<file path="src/rtl/instruction_dispatch_if.sv">
// Instruction word handshake between the SPI receiver (master) and the
// dispatcher (slave): a level VALID with a held DATA word, acknowledged by RD.
interface instruction_dispatch_if;
  logic [63:0] IN_DATA;
  logic        IN_VALID;
  logic        IN_RD;

  modport master (output IN_DATA, output IN_VALID, input IN_RD);
  modport slave  (input IN_DATA, input IN_VALID, output IN_RD);
endinterface

</file>
<file path="src/rtl/instruction_dispatch.sv">
// Validates and executes 64-bit instruction words: configuration register
// writes, acquisition start/stop/clear, with error and command bookkeeping.
module instruction_dispatch #(
  parameter logic [7:0] SYNC_BYTE = 8'hA5,
  parameter int         NUM_REGS  = 8
) (
  input  logic                     CLK,
  input  logic                     RESET_N,
  instruction_dispatch_if.slave    bus,
  output logic [NUM_REGS*32-1:0]   REG_Q,
  output logic                     REG_WE,
  output logic [7:0]               REG_ADDR,
  output logic                     START_PULSE,
  output logic                     STOP_PULSE,
  output logic                     RUNNING,
  output logic [1:0]               ERR_CODE,
  output logic [15:0]              CMD_CNT,
  output logic [7:0]               ERR_CNT
);

  localparam logic [7:0] OP_WRITE = 8'h01;
  localparam logic [7:0] OP_START = 8'h02;
  localparam logic [7:0] OP_STOP  = 8'h03;
  localparam logic [7:0] OP_CLEAR = 8'h04;

  localparam logic [1:0] ERR_OK   = 2'd0;
  localparam logic [1:0] ERR_SYNC = 2'd1;
  localparam logic [1:0] ERR_CSUM = 2'd2;
  localparam logic [1:0] ERR_OPAD = 2'd3;

  typedef enum logic [1:0] {IDLE, CHECK, EXEC, WAIT_LOW} state_t;

  state_t      state_reg, state_next;
  logic [63:0] word_reg, word_next;
  logic [1:0]  err_chk_reg, err_chk_next;
  logic        in_rd_reg, in_rd_next;
  logic        reg_we_reg, reg_we_next;
  logic        start_reg, start_next;
  logic        stop_reg, stop_next;
  logic        running_reg, running_next;
  logic [7:0]  reg_addr_reg, reg_addr_next;
  logic [1:0]  err_code_reg, err_code_next;
  logic [15:0] cmd_cnt_reg, cmd_cnt_next;
  logic [7:0]  err_cnt_reg, err_cnt_next;
  logic        wr_en;
  logic        clear_all;
  logic [1:0]  check_code;

  logic [7:0]  w_sync, w_op, w_addr, w_csum, csum_calc;
  logic [31:0] w_value;
  logic        op_legal;

  assign w_sync    = word_reg[63:56];
  assign w_op      = word_reg[55:48];
  assign w_addr    = word_reg[47:40];
  assign w_value   = word_reg[39:8];
  assign w_csum    = word_reg[7:0];
  assign csum_calc = word_reg[63:56] ^ word_reg[55:48] ^ word_reg[47:40] ^
                     word_reg[39:32] ^ word_reg[31:24] ^ word_reg[23:16] ^
                     word_reg[15:8];

  always_comb begin
    op_legal = 1'b0;
    case (w_op)
      OP_WRITE: op_legal = ({1'b0, w_addr} < 9'(NUM_REGS));
      OP_START, OP_STOP, OP_CLEAR: op_legal = 1'b1;
      default:  op_legal = 1'b0;
    endcase
  end

  always_comb begin
    if (w_sync != SYNC_BYTE)      check_code = ERR_SYNC;
    else if (csum_calc != w_csum) check_code = ERR_CSUM;
    else if (!op_legal)           check_code = ERR_OPAD;
    else                          check_code = ERR_OK;
  end

  always_ff @(posedge CLK or negedge RESET_N) begin
    if (!RESET_N) begin
      state_reg    <= IDLE;
      word_reg     <= '0;
      err_chk_reg  <= ERR_OK;
      in_rd_reg    <= 1'b0;
      reg_we_reg   <= 1'b0;
      start_reg    <= 1'b0;
      stop_reg     <= 1'b0;
      running_reg  <= 1'b0;
      reg_addr_reg <= '0;
      err_code_reg <= ERR_OK;
      cmd_cnt_reg  <= '0;
      err_cnt_reg  <= '0;
    end else begin
      state_reg    <= state_next;
      word_reg     <= word_next;
      err_chk_reg  <= err_chk_next;
      in_rd_reg    <= in_rd_next;
      reg_we_reg   <= reg_we_next;
      start_reg    <= start_next;
      stop_reg     <= stop_next;
      running_reg  <= running_next;
      reg_addr_reg <= reg_addr_next;
      err_code_reg <= err_code_next;
      cmd_cnt_reg  <= cmd_cnt_next;
      err_cnt_reg  <= err_cnt_next;
    end
  end

  always_comb begin
    state_next    = state_reg;
    word_next     = word_reg;
    err_chk_next  = err_chk_reg;
    in_rd_next    = 1'b0;
    reg_we_next   = 1'b0;
    start_next    = 1'b0;
    stop_next     = 1'b0;
    running_next  = running_reg;
    reg_addr_next = reg_addr_reg;
    err_code_next = err_code_reg;
    cmd_cnt_next  = cmd_cnt_reg;
    err_cnt_next  = err_cnt_reg;
    wr_en         = 1'b0;
    clear_all     = 1'b0;
    case (state_reg)
      IDLE: begin
        if (bus.IN_VALID) begin
          word_next  = bus.IN_DATA;
          in_rd_next = 1'b1;
          state_next = CHECK;
        end
      end
      CHECK: begin
        err_chk_next = check_code;
        state_next   = EXEC;
      end
      EXEC: begin
        err_code_next = err_chk_reg;
        if (err_chk_reg == ERR_OK) begin
          cmd_cnt_next = cmd_cnt_reg + 16'd1;
          case (w_op)
            OP_WRITE: begin
              wr_en         = 1'b1;
              reg_we_next   = 1'b1;
              reg_addr_next = w_addr;
            end
            OP_START: begin
              start_next   = 1'b1;
              running_next = 1'b1;
            end
            OP_STOP: begin
              stop_next    = 1'b1;
              running_next = 1'b0;
            end
            default: begin
              clear_all    = 1'b1;
              running_next = 1'b0;
            end
          endcase
        end else if (err_cnt_reg != 8'hFF) begin
          err_cnt_next = err_cnt_reg + 8'd1;
        end
        state_next = WAIT_LOW;
      end
      WAIT_LOW: begin
        // Hold off until VALID drops so a lingering word is never re-read.
        if (!bus.IN_VALID) state_next = IDLE;
      end
      default: state_next = IDLE;
    endcase
  end

  genvar gi;
  generate
    for (gi = 0; gi < NUM_REGS; gi++) begin : g_reg
      logic [31:0] q_reg;
      always_ff @(posedge CLK or negedge RESET_N) begin
        if (!RESET_N)                              q_reg <= '0;
        else if (clear_all)                        q_reg <= '0;
        else if (wr_en && (w_addr == 8'(gi)))      q_reg <= w_value;
      end
      assign REG_Q[32*gi +: 32] = q_reg;
    end
  endgenerate

  assign bus.IN_RD   = in_rd_reg;
  assign REG_WE      = reg_we_reg;
  assign REG_ADDR    = reg_addr_reg;
  assign START_PULSE = start_reg;
  assign STOP_PULSE  = stop_reg;
  assign RUNNING     = running_reg;
  assign ERR_CODE    = err_code_reg;
  assign CMD_CNT     = cmd_cnt_reg;
  assign ERR_CNT     = err_cnt_reg;

endmodule

</file>
<file path="src/flat_wrapper.sv">
// flat-port wrapper written by rule: the top's interface ports become plain ports
module instruction_dispatch_flat 
#(
  parameter logic [7:0] SYNC_BYTE = 8'hA5,
  parameter int         NUM_REGS  = 8
)
  (CLK, RESET_N, REG_Q, REG_WE, REG_ADDR, START_PULSE, STOP_PULSE, RUNNING, ERR_CODE, CMD_CNT, ERR_CNT, bus_IN_DATA, bus_IN_VALID, bus_IN_RD);
  instruction_dispatch_if bus_i ();
  input  logic CLK;
  input  logic RESET_N;
  output logic [NUM_REGS*32-1:0] REG_Q;
  output logic REG_WE;
  output logic [7:0] REG_ADDR;
  output logic START_PULSE;
  output logic STOP_PULSE;
  output logic RUNNING;
  output logic [1:0] ERR_CODE;
  output logic [15:0] CMD_CNT;
  output logic [7:0] ERR_CNT;
  input wire logic [$bits(bus_i.IN_DATA)-1:0] bus_IN_DATA;
  input wire logic [$bits(bus_i.IN_VALID)-1:0] bus_IN_VALID;
  output wire logic [$bits(bus_i.IN_RD)-1:0] bus_IN_RD;
  assign bus_i.IN_DATA = bus_IN_DATA;
  assign bus_i.IN_VALID = bus_IN_VALID;
  assign bus_IN_RD = bus_i.IN_RD;
  instruction_dispatch #(.SYNC_BYTE(SYNC_BYTE), .NUM_REGS(NUM_REGS)) u_core (.CLK(CLK), .RESET_N(RESET_N), .bus(bus_i), .REG_Q(REG_Q), .REG_WE(REG_WE), .REG_ADDR(REG_ADDR), .START_PULSE(START_PULSE), .STOP_PULSE(STOP_PULSE), .RUNNING(RUNNING), .ERR_CODE(ERR_CODE), .CMD_CNT(CMD_CNT), .ERR_CNT(ERR_CNT));
endmodule
</file>
<file path="config.mk">
export PLATFORM = sky130hd
export DESIGN_NAME = instruction_dispatch_flat
export DESIGN_NICKNAME = d
export VERILOG_FILES = /design/src/rtl/instruction_dispatch_if.sv /design/src/rtl/instruction_dispatch.sv /design/src/flat_wrapper.sv
export SDC_FILE = /design/constraint.sdc
export NUM_CORES = 1
export LEC_CHECK = 0
export CORE_UTILIZATION = 54
export CTS_CLUSTER_SIZE = 30
export DETAILED_ROUTE_END_ITERATION = 8
export PLACE_DENSITY = 0.86
export SETUP_SLACK_MARGIN = 0.2
export SLEW_MARGIN = 20
export SYNTH_ARGS = -nofsm -noshare
export SYNTH_HDL_FRONTEND = slang
export SYNTH_SLANG_ARGS = --single-unit
</file>
<file path="constraint.sdc">
create_clock -name CLK -period 6.6 [get_ports CLK]
set_clock_uncertainty 0.15 [all_clocks]
set_input_delay 1.65 -clock CLK [delete_from_list [all_inputs] [get_ports CLK]]
set_output_delay 1.65 -clock CLK [all_outputs]
set_load 0.005 [all_outputs]
</file>
# After elaboration in Yosys (flattened, before gate mapping)

Index checks and enable logic that the tools add are counted.

Flip-flop bits (word level): 363
Bits of input ports: 67
Logic and storage cells: 115

Add/subtract/negate cells: 2
Order comparisons: 1
Eq/ne operators: 19
Muxes and demuxes: 38
Bitwise operators: 8
Reduce and logical (&&, ||, !) cells: 27

Operators by type and width:

| cell                    | number |
|---|---|
| $mux W32                | 16 |
| $xor A8 B8 Y8           | 6 |
| $eq A8 B3 Y1 const B    | 5 |
| $eq A8 B2 Y1 const B    | 4 |
| $add A16 B1 Y16 const B | 1 |
| $eq A8 B1 Y1 const B    | 2 |
| $ne A8 B8 Y1 const B    | 2 |
| $reduce_bool A2 Y1      | 8 |
| $mux W1                 | 14 |
| $mux W2                 | 5 |
| $reduce_and A3 Y1       | 3 |
| $add A8 B1 Y8 const B   | 1 |
| $logic_and A1 B1 Y1     | 8 |
| $logic_not A8 Y1        | 1 |
| $lt A8 B4 Y1 const B    | 1 |
| $ne A8 B8 Y1            | 1 |
| $pmux W2 S4             | 1 |
| $reduce_and A2 Y1       | 3 |
| $reduce_or A3 Y1        | 2 |
| $eq A2 B2 Y1 const B    | 2 |
| $logic_not A2 Y1        | 2 |
| $ne A2 B2 Y1 const B    | 2 |
| $pmux W1 S2             | 2 |
| $eq A2 B1 Y1 const B    | 1 |
| $not A1 Y1              | 2 |

# Logic depth before layout (Yosys ltp)

Gate-level depths: netlist of the first run.

Word-level depth: 9
Gate-level depth with buffers: 9

# Least setup slack after synthesis of the first run

OpenSTA, ideal clock, no wires.

Kind: input port to flip-flop
From: input bus_IN_VALID
To: register u_core.word_reg[10]
Arrival time: 2529 ps
Slack: 3797 ps
Cell stages on the path: 3
Path buffers: 1
Cells stage by stage: nand2_1 clkbuf_1 mux2_2

Word-level cells in the longest chain between the ends: 1

Ends and longest elaborated chain:

| what                               | RTL line                   | RTL |
|---|---|---|
| start: declaration                 | flat_wrapper.sv:21         | `input wire logic [$bits(bus_i.IN_VALID)-1:0] bus_IN_VALID;` |
| $reduce_and A2 Y1 (no source line) | --                         |  |
| end signal: assignment             | instruction_dispatch.sv:94 | `word_reg <= word_next;` |
| end: declaration                   | instruction_dispatch.sv:34 | `logic [63:0] word_reg, word_next;` |

No other way between the ends.
A chain may end at the register's enable or synchronous reset.

# Worst setup path after layout of the first run

From: register u_core.state_reg[0]
To: register u_core.g_reg[6].q_reg[11]

Word-level cells in the longest chain between the ends: 4
Elaborated cells between the ends (all ways): 6
Those cells by class: eq/ne: 1; mux: 3; reduce/logical: 2

Ends and longest elaborated chain:

| what                                | RTL line                    | RTL |
|---|---|---|
| start: declaration                  | instruction_dispatch.sv:33  | `state_t state_reg, state_next;` |
| start signal: assignment            | instruction_dispatch.sv:93  | `state_reg <= state_next;` |
| $eq A2 B2 Y1 *                      | instruction_dispatch.sv:123 | `case (state_reg)` |
| $mux W1                             | instruction_dispatch.sv:123 |  |
| $logic_and A1 B1 Y1                 | instruction_dispatch.sv:178 | `else if (wr_en && (w_addr == 8'(gi))) q_reg <= w_value;` |
| $reduce_bool A2 Y1 (no source line) | --                          |  |
| end signal: assignment              | instruction_dispatch.sv:178 |  |
| end: declaration                    | instruction_dispatch.sv:174 | `logic [31:0] q_reg;` |

Mark *: on every way between the ends. The rest lies on a longest branch, timed or not.

==> results of run 1 <==
-- worst max-delay path, stage by stage, from the launching register on --
cell      delay [ns]
dfrtp_1         0.40
inv_1           0.13
ha_1            0.25
nor3b_2         0.74
nand4b_4        0.21
or4_4           0.55
nor2_4          0.86
nand2_1         0.16
a21oi_1         0.20
-- kinds of logic (layout without fill, tap and decap cells) --
kind of cell | count (synthesis) | in the layout | synth area share [%]
muxes | 72 | 72 | 5.334
DFF | 363 | 363 | 59.86
adders and majority gates | 7 | 7 | 0.5771
and+or+nand+nor | 605 | 605 | 16.42
buffers and inverters | 129 | 454 | 3.933
other | 0 | 1 | 0
xor gates and xnor gates | 78 | 78 | 4.502
AOI/OAI and AO/OA | 271 | 271 | 9.383
-- area by class of cell --
cell class,instances,area share [%]
clock inverter,13,0.8166
multi-input combinational,1033,27.27
tap,378,2.338
clock buffer,55,5.778
sequential,363,44.91
antenna,1,0.01237
inverter,10,0.1856
timing repair buffer,376,18.69
-- cell usage after synthesis, drive strengths merged (4+ instances only) --
cell type / n / area, sq um
nand2: 537 / 2016
nand3: 11 / 55.05
a21oi: 257 / 1339
ha: 7 / 87.58
mux2: 71 / 799.5
xnor2: 66 / 578.1
o21ai: 9 / 45.04
nand4: 11 / 68.82
dfrtp: 363 / 9084
nor3: 4 / 42.54
inv: 10 / 37.54
xor2: 12 / 105.1
nor2b: 4 / 25.02
buf: 61 / 341.6
clkbuf: 58 / 217.7
nor2: 16 / 95.09
-- where the power goes --
group | internal (mW) | switching, mW | total, mW
combinational | 0.721 | 0.613 | 1.33
sequential | 2.45 | 0.651 | 3.10
clock | 1.39 | 0.879 | 2.26
-- metal layers --
| layer | up-vias | wire length [um] | share of wire, % | global-route usage, % |
|---|---|---|---|---|
| met5 | - | 0 | 0 | 0 |
| li1 | 5536 | - | - | - |
| met3 | 138 | 4581 | 9.6 | 8.419 |
| met2 | 675 | 23200 | 49 | 55.56 |
| met4 | 0 | 1940 | 4.1 | 14.81 |
| met1 | 6235 | 17930 | 38 | 41.13 |
-- metrics by stage --
step	power (mW)	instance area (sq um)	instances	util (%)
2_1_floorplan	3.887	15180	1525	-
3_3_place_gp	4.382	18860	2159	68.07
3_5_place_dp	4.443	18860	2159	68.07
4_1_cts	6.709	20190	2227	72.88
5_1_grt	6.958	20230	2229	73.00
6_report	6.703	20230	2229	73.00
-- path summary, 6_finish.rpt --
kind | cells past startpoint | end | slack, ns
max reg2reg | 8 | u_core.g_reg[6].q_reg[11] | 2.82
min in group asynchronous | 2 | u_core.ERR_CNT[3] | 0.92
max in group asynchronous | 3 | u_core.g_reg[1].q_reg[14] | 4.33
min | 1 | u_core.RUNNING | 0.33
min reg2reg | 1 | u_core.RUNNING | 0.33
max | 8 | u_core.g_reg[6].q_reg[11] | 2.82
==> flow_summary.toml, run 1 <==
[pwr]
cellLeakagePower_nw = 8.548
ir_drop_uv = 228.3
power.density_mw_per_mm2 = 331.4

[place]
port_buffers = 361
gp_congestion = 0.8284
pre_cts_slack_ns = 2.806
dp_hpwl_mm = 30.70

[floorplan]
dieArea_sq_mm = 0.02878
die-width_um = 169.6
core_sq_mm = 0.02771
dieHeight_um = 169.6
start_util_pct = 54.78
io_pins = 362
rows = 61

[critical_path]
r2r_start = "u_core.state_reg[0]"
path_class = "register to register"
cp-end-kind = "register"
cp.required_ns = 6.87
startpoint = "u_core.state_reg[0]"
critPathLaunchType = "register"
crit_arrival_ns = 4.05
crit_fanout = 32

[min_path]
worstHoldPathType = "register to register"
min_from = "u_core.RUNNING"

[sta]
setup_tns_ns = 0
fmax_ghz = 0.2646
slew_headroom_pct = 27.55
whs_ns = 0.3301
finalMaxSlewViolations = 0
finalSetupViolations = 0
hold_violations = 0
period_share_pct = 57.26
period_minus_slack_ns = 3.779
fin_ws_ns = 2.821
rsz0062_at_grt = "no"
worst_pin_slew_ns = 1.084

[synthesis]
synth.avg_cell_area_sq_um = 9.951
synth_edf_count = 0
synth_warnings = 0
async_flop_share_pct = 100.0
ys_dominant_reg_cell = "dfrtp_1"
syn-num-nets = 1599
synth.yosys.seq_area_share_pct = 59.86
synthCells = 1525
ys_ff_latch = 363
syn_area_sq_mm = 0.01518
yosysUniqueCellTypes = 39

[clock_tree]
cts.sinks = 363
numCtsBuffers = 38
htree_levels = 2
ctsHoldBuffers = 0
clk_latency_ns = 0.52
cts_resized = 0
tritoncts = "built"
postCtsSetupBuffers = 0
clkSlewWorstSetupHoldPaths_ns = 0.06
clockBufferDepth = 3
cts_root_buf = "clkbuf_16"

[drt]
via_per_inst = 5.646
detail_route.wl_per_cell_um = 21.38
ant_nets = 0
drc = 0
totalWireLength_mm = 47.65
firstDrtPassIters = 5
drtIter0Drc = 1336
vias = 12580

[global_route]
grt_antenna_before_repair = 1
grt_pass1_vias = 12720
grt_pass1_wl_mm = 72.91
grt.total_usage_pct = 33.37
grt_max_degree = 190
overflow = 0

[finish]
final_common_cell = "nand2_1"
layout_common_cells = "nand2_1 (536), dfrtp_1 (363), clkdlybuf4s50_1 (360)"
largest_register_ffs = 256
area_delta_synth_final_pct = 33.28
multi_input_area_sq_mm = 0.005515
drive_gt1_share_pct = 9.676
fin_nets = 1896
layout.area.seq_sq_mm = 0.009084
fillers = 1946

[flow_run]
maxCapViolCount = 0

[run_status]
status = "complete, no violations"
(Power assumes the default switching activity.)
==> run 2, diff against run 1 <==
Settings changed: CORE_UTILIZATION 54 to 45, PLACE_DENSITY 0.86 to 0.76.
Clock period 6.6 ns to 3.1 ns, I/O delays scaled along.
==> run 2 against run 1 <==
Effect of this change:
- non-clock buffer count rose by 41
- combinational power increased to 2.5 times the previous value
- sequential share of layout area decreased by 1.1 points
- worst hold slack lost 0.26 ns
- first-iteration DRC count fell by 38%
- via count shrank 0.42%
- critical path type unchanged
- largest cell class unchanged
- largest power group unchanged
==> flow_summary.toml, run 2 (synthesis results as in run 1) <==
[run_status]
status = "complete, no violations"

[sta]
slew_headroom_pct = 54.74
finalSetupViolations = 0
period_minus_slack_ns = 2.716
finalMaxSlewViolations = 0
setup_tns_ns = 0
fmax_ghz = 0.3682
worst_pin_slew_ns = 0.6789
fin_ws_ns = 0.3839
period_share_pct = 87.62
rsz0062_at_grt = "no"
hold_violations = 0

[flow_run]
maxCapViolCount = 0

[pwr]
switching_share_pct = 32.07
power_frac_comb_pct = 23.4
switching_power_mw = 4.596
ir_drop_uv = 399.5
power.density_mw_per_mm2 = 691.7
power.share.sequential_pct = 43.8
cellInternalPower_mw = 9.734
cellLeakagePower_nw = 8.765
clkPwrFrac_pct = 32.8
power_mw = 14.33

[finish]
layout_common_cells = "nand2_1 (536), dfrtp_1 (363), clkdlybuf4s50_1 (360)"
fillers = 2688
largest_register_ffs = 256
insertedDiodeCount = 0
drive_gt1_share_pct = 11.48
area_delta_synth_final_pct = 36.52
multi_input_area_sq_mm = 0.005524
fin_nets = 1939
fin_util_pct = 63.03
stdcell_area_sq_mm = 0.02072
layout.area.seq_sq_mm = 0.009084
final_common_cell = "nand2_1"

[drt]
via_per_inst = 5.371
ant_nets = 0
firstDrtPassIters = 5
detail_route.wl_per_cell_um = 21.07
drc = 0
vias = 12530
drtIter0Drc = 834
totalWireLength_mm = 49.15

[clock_tree]
htree_levels = 2
postCtsSetupBuffers = 0
clockBufferDepth = 3
cts_root_buf = "clkbuf_16"
tritoncts = "built"
ctsHoldBuffers = 0
clkSlewWorstSetupHoldPaths_ns = 0.06
cts.sinks = 363
clk_latency_ns = 0.52
cts_resized = 0
numCtsBuffers = 40

[place]
port_buffers = 361
pre_cts_slack_ns = 0.2837
post_dp_cell_area_sq_mm = 0.01939
gp_congestion = 0.8568
dp_hpwl_mm = 33.54

[critical_path]
critPathMaxStageDelay_ns = 0.53
path_class = "register to register"
r2r_start = "u_core.state_reg[0]"
r2r-end = "u_core.g_reg[0].q_reg[1]"
reg2reg_depth = 9
path_buf_inv = 2
critPathLaunchType = "register"
worstPathCellList = "inv_1 -> ha_2 -> nor3b_4 -> nand4b_4 -> or4_4 -> nor3_4 -> buf_6 -> nand2_1 -> a21oi_1"
crit_family = "simple AND/OR/NAND/NOR gates"
startpoint = "u_core.state_reg[0]"
rrSetupSlack_ns = 0.38
cp.required_ns = 3.37
worst_path_max_delay_cell = "or4_4"
crit_arrival_ns = 2.99
cp-end-kind = "register"
crit_fanout = 22

[floorplan]
core_sq_mm = 0.03287
io_pins = 362
rows = 66
die-width_um = 185.6
dieArea_sq_mm = 0.03446
start_util_pct = 46.17
dieHeight_um = 185.6

[global_route]
grt_pass1_vias = 12550
grt_pass1_wl_mm = 73.70
grt_max_degree = 68
grt.total_usage_pct = 28.55
grt_antenna_before_repair = 2
overflow = 0

[min_path]
worstHoldPathType = "primary input to asynchronous set/reset pin"
-- run 2: cell count changes in the layout (fill, tap and decap cells not counted), sizes merged --
cell | previous run | this run
buf | 16 | 57
clkinv | 9 | 6
bufinv | 4 | 2
clkbuf | 55 | 60
diode | 1 | 0
-- run 2: worst register-to-register path, delay by kind of cell (launching register included) --
family | cells | cell delay [ns]
buffers and inverters | 2 | 0.37
adders and majority gates | 1 | 0.25
AOI/OAI and AO/OA | 1 | 0.21
and+or+nand+nor | 5 | 1.24
DFF | 1 | 0.39
-- run 2: metrics by stage --
step,hold slack [ns],instances
after global routing,0.09586,2333
after CTS,0.08690,2333
after floorplan,0.3182,1525
after global placement,0.3175,2265
final,0.07051,2333
after detailed placement,0.3172,2265
-- run 2: worst max-delay path by stage --
stage	endpoint	cells past startpoint	slack (ns)
floorplan	u_core.g_reg[1].q_reg[16]	9	0.67
global placement	u_core.g_reg[4].q_reg[20]	9	0.40
detailed placement	u_core.g_reg[1].q_reg[11]	9	0.28
CTS	u_core.g_reg[0].q_reg[1]	9	0.24
global route	u_core.g_reg[0].q_reg[1]	9	0.20
finish	u_core.g_reg[0].q_reg[1]	9	0.38
-- run 2: cell type report --
cell class	instances	share of cell area, %
Sequential cell	363	43.85
Multi-Input combinational cell	1033	26.66
Clock buffer	60	5.780
Inverter	10	0.1812
Clock inverter	8	0.5073
Tap cell	442	2.669
Timing Repair Buffer	417	20.35
-- run 2: power groups by stage --
stage                     Combinational, mW  Sequential (mW)  Clock, mW
final                                  3.36             6.27       4.70
after global routing                   3.62             6.33       4.98
after CTS                              3.38             6.25       4.77
after detailed placement               3.36             6.33          0
after global placement                 3.30             6.31          0
after floorplan                        2.71             5.57          0
-- run 2: routing by layer --
| layer | track usage, % | routed length, um |
|---|---|---|
| met5 | 0 | 22 |
| met4 | 10.66 | 1663 |
| met1 | 36.28 | 19270 |
| met2 | 47.09 | 23680 |
| met3 | 7.141 | 4518 |
==> run 3, diff against run 2 <==
Settings changed: SETUP_SLACK_MARGIN 0.2 to default, SLEW_MARGIN 20 to 10.
==> run 3 against run 2 <==
Effect of this change:
- setup slack got worse by 0.12 ns
- critical path type unchanged
- cell count did not move
- clock power barely moved
- first-iteration DRC count rose by 4.6%
- critical endpoint unchanged
- core utilization fell by 0.072 points
- register-to-register slack got worse by 0.12 ns
- wire length fell by 0.15%
- final area fell by 0.11%
- non-clock buffer count did not move
- sequential share of layout area rose by 0.050 points
- via count rose by 0.26%
==> flow_summary.toml, run 3 (synthesis results as in run 1) <==
[global_route]
grt.total_usage_pct = 28.55
grt_pass1_vias = 12550
grt_max_degree = 68
grt_antenna_before_repair = 2
grt_pass1_wl_mm = 73.70
overflow = 0

[critical_path]
worstPathCellList = "inv_1 -> ha_1 -> nor3b_2 -> nand4b_4 -> or4_4 -> nor3_4 -> buf_4 -> nand2_1 -> a21oi_1"
cp.required_ns = 3.37
crit_arrival_ns = 3.11
critPathMaxStageDelay_ns = 0.53
crit_fanout = 22
critPathLaunchType = "register"
worst_path_max_delay_cell = "or4_4"
cp-end-kind = "register"
reg2reg_depth = 9
path_class = "register to register"

[finish]
fin_nets = 1939
insertedDiodeCount = 0
largest_register_ffs = 256
layout_common_cells = "nand2_1 (536), dfrtp_1 (363), clkdlybuf4s50_1 (360)"
final_cells = 2333
drive_gt1_share_pct = 11.42
stdcell_area_sq_mm = 0.02069
fin_util_pct = 62.96
area_delta_synth_final_pct = 36.36
final_common_cell = "nand2_1"

[sta]
finalSetupViolations = 0
worst_pin_slew_ns = 0.6751
slew_headroom_pct = 55.00
finalMaxSlewViolations = 0
whs_ns = 0.07406
setup_tns_ns = 0
fmax_ghz = 0.3521
hold_violations = 0
period_share_pct = 91.61
period_minus_slack_ns = 2.840
rsz0062_at_grt = "no"

[place]
post_dp_cell_area_sq_mm = 0.01939
port_buffers = 361
dp.cells = 2265
dp_hpwl_mm = 33.54
gp_congestion = 0.8568

[floorplan]
die-width_um = 185.6
start_util_pct = 46.17
rows = 66
dieArea_sq_mm = 0.03446
dieHeight_um = 185.6
core_sq_mm = 0.03287
io_pins = 362

[clock_tree]
tritoncts = "built"
clk_latency_ns = 0.52
clkSlewWorstSetupHoldPaths_ns = 0.06
htree_levels = 2
numCtsBuffers = 40
postCtsSetupBuffers = 0
clockBufferDepth = 3
cts.sinks = 363
cts_resized = 0
cts_root_buf = "clkbuf_16"
ctsHoldBuffers = 0

[drt]
detail_route.wl_per_cell_um = 21.04
vias = 12560
firstDrtPassIters = 9
drc = 0
drtIter0Drc = 872
totalWireLength_mm = 49.08
via_per_inst = 5.385
ant_nets = 0

[flow_run]
maxCapViolCount = 0

[pwr]
power.density_mw_per_mm2 = 691.7
ir_drop_uv = 399.3
switching_power_mw = 4.585
switching_share_pct = 32.03
power.share.sequential_pct = 43.7
cellLeakagePower_nw = 8.763
clkPwrFrac_pct = 32.8
cellInternalPower_mw = 9.730
power_frac_comb_pct = 23.4

[min_path]
worstHoldPathType = "primary input to asynchronous set/reset pin"

[run_status]
status = "complete, no violations"
## run 3: cell counts in the layout (fill, tap and decap cells not counted)
Identical to the previous run, type by type.
## run 3: worst max-delay path: cells and delay by family (launching register included)
family | cells | cell delay [ns]
AND/OR/NAND/NOR | 5 | 1.28
flip-flops | 1 | 0.39
adder cells (fa/ha/maj) | 1 | 0.26
AO/OA/AOI/OAI | 1 | 0.21
buffers and inverters | 2 | 0.44
## run 3: worst paths after layout
check | from | endpoint | slack (ns)
worst max-delay path | u_core.state_reg[0] | u_core.g_reg[0].q_reg[1] | 0.26
worst min-delay path | RESET_N | u_core.ERR_CNT[3] | 0.07
worst max register to register | u_core.state_reg[0] | u_core.g_reg[0].q_reg[1] | 0.26
worst min register to register | u_core.RUNNING | u_core.RUNNING | 0.33
max in group asynchronous | RESET_N | u_core.g_reg[0].q_reg[9] | 1.87
min in group CLK | u_core.RUNNING | u_core.RUNNING | 0.33
## run 3: final cells by class
type                            count  area, sq um
Fill cell                        2688        12170
Clock inverter                      8        105.1
Multi-Input combinational cell   1033         5515
Clock buffer                       60         1197
Inverter                           10        37.54
Sequential cell                   363         9084
Tap cell                          442        553.0
Timing Repair Buffer              417         4202
## run 3: per-stage QoR
| stage | setup WS (ns) | total power, mW |
|---|---|---|
| after floorplan | 0.6654 | 8.277 |
| after global placement | 0.4011 | 9.607 |
| after detailed placement | 0.2837 | 9.691 |
| after CTS | 0.2410 | 14.39 |
| after global routing | 0.03946 | 14.92 |
| final | 0.2601 | 14.31 |
## run 3: routing by layer
layer | vias up | GRT usage (%) | wire, um
li1 | 5630 | - | -
met2 | 567 | 47.09 | 23510
met4 | 4 | 10.66 | 1706
met1 | 6255 | 36.28 | 19680
met3 | 107 | 7.141 | 4155
met5 | - | 0 | 22
## run 3: power by group through the flow
stage                     sequential (mW)  combinational [mW]  clock [mW]
after global placement               6.31                3.30           0
after floorplan                      5.57                2.71           0
after CTS                            6.25                3.38        4.77
final                                6.26                3.36        4.70
after detailed placement             6.33                3.36           0
after global routing                 6.33                3.61        4.98
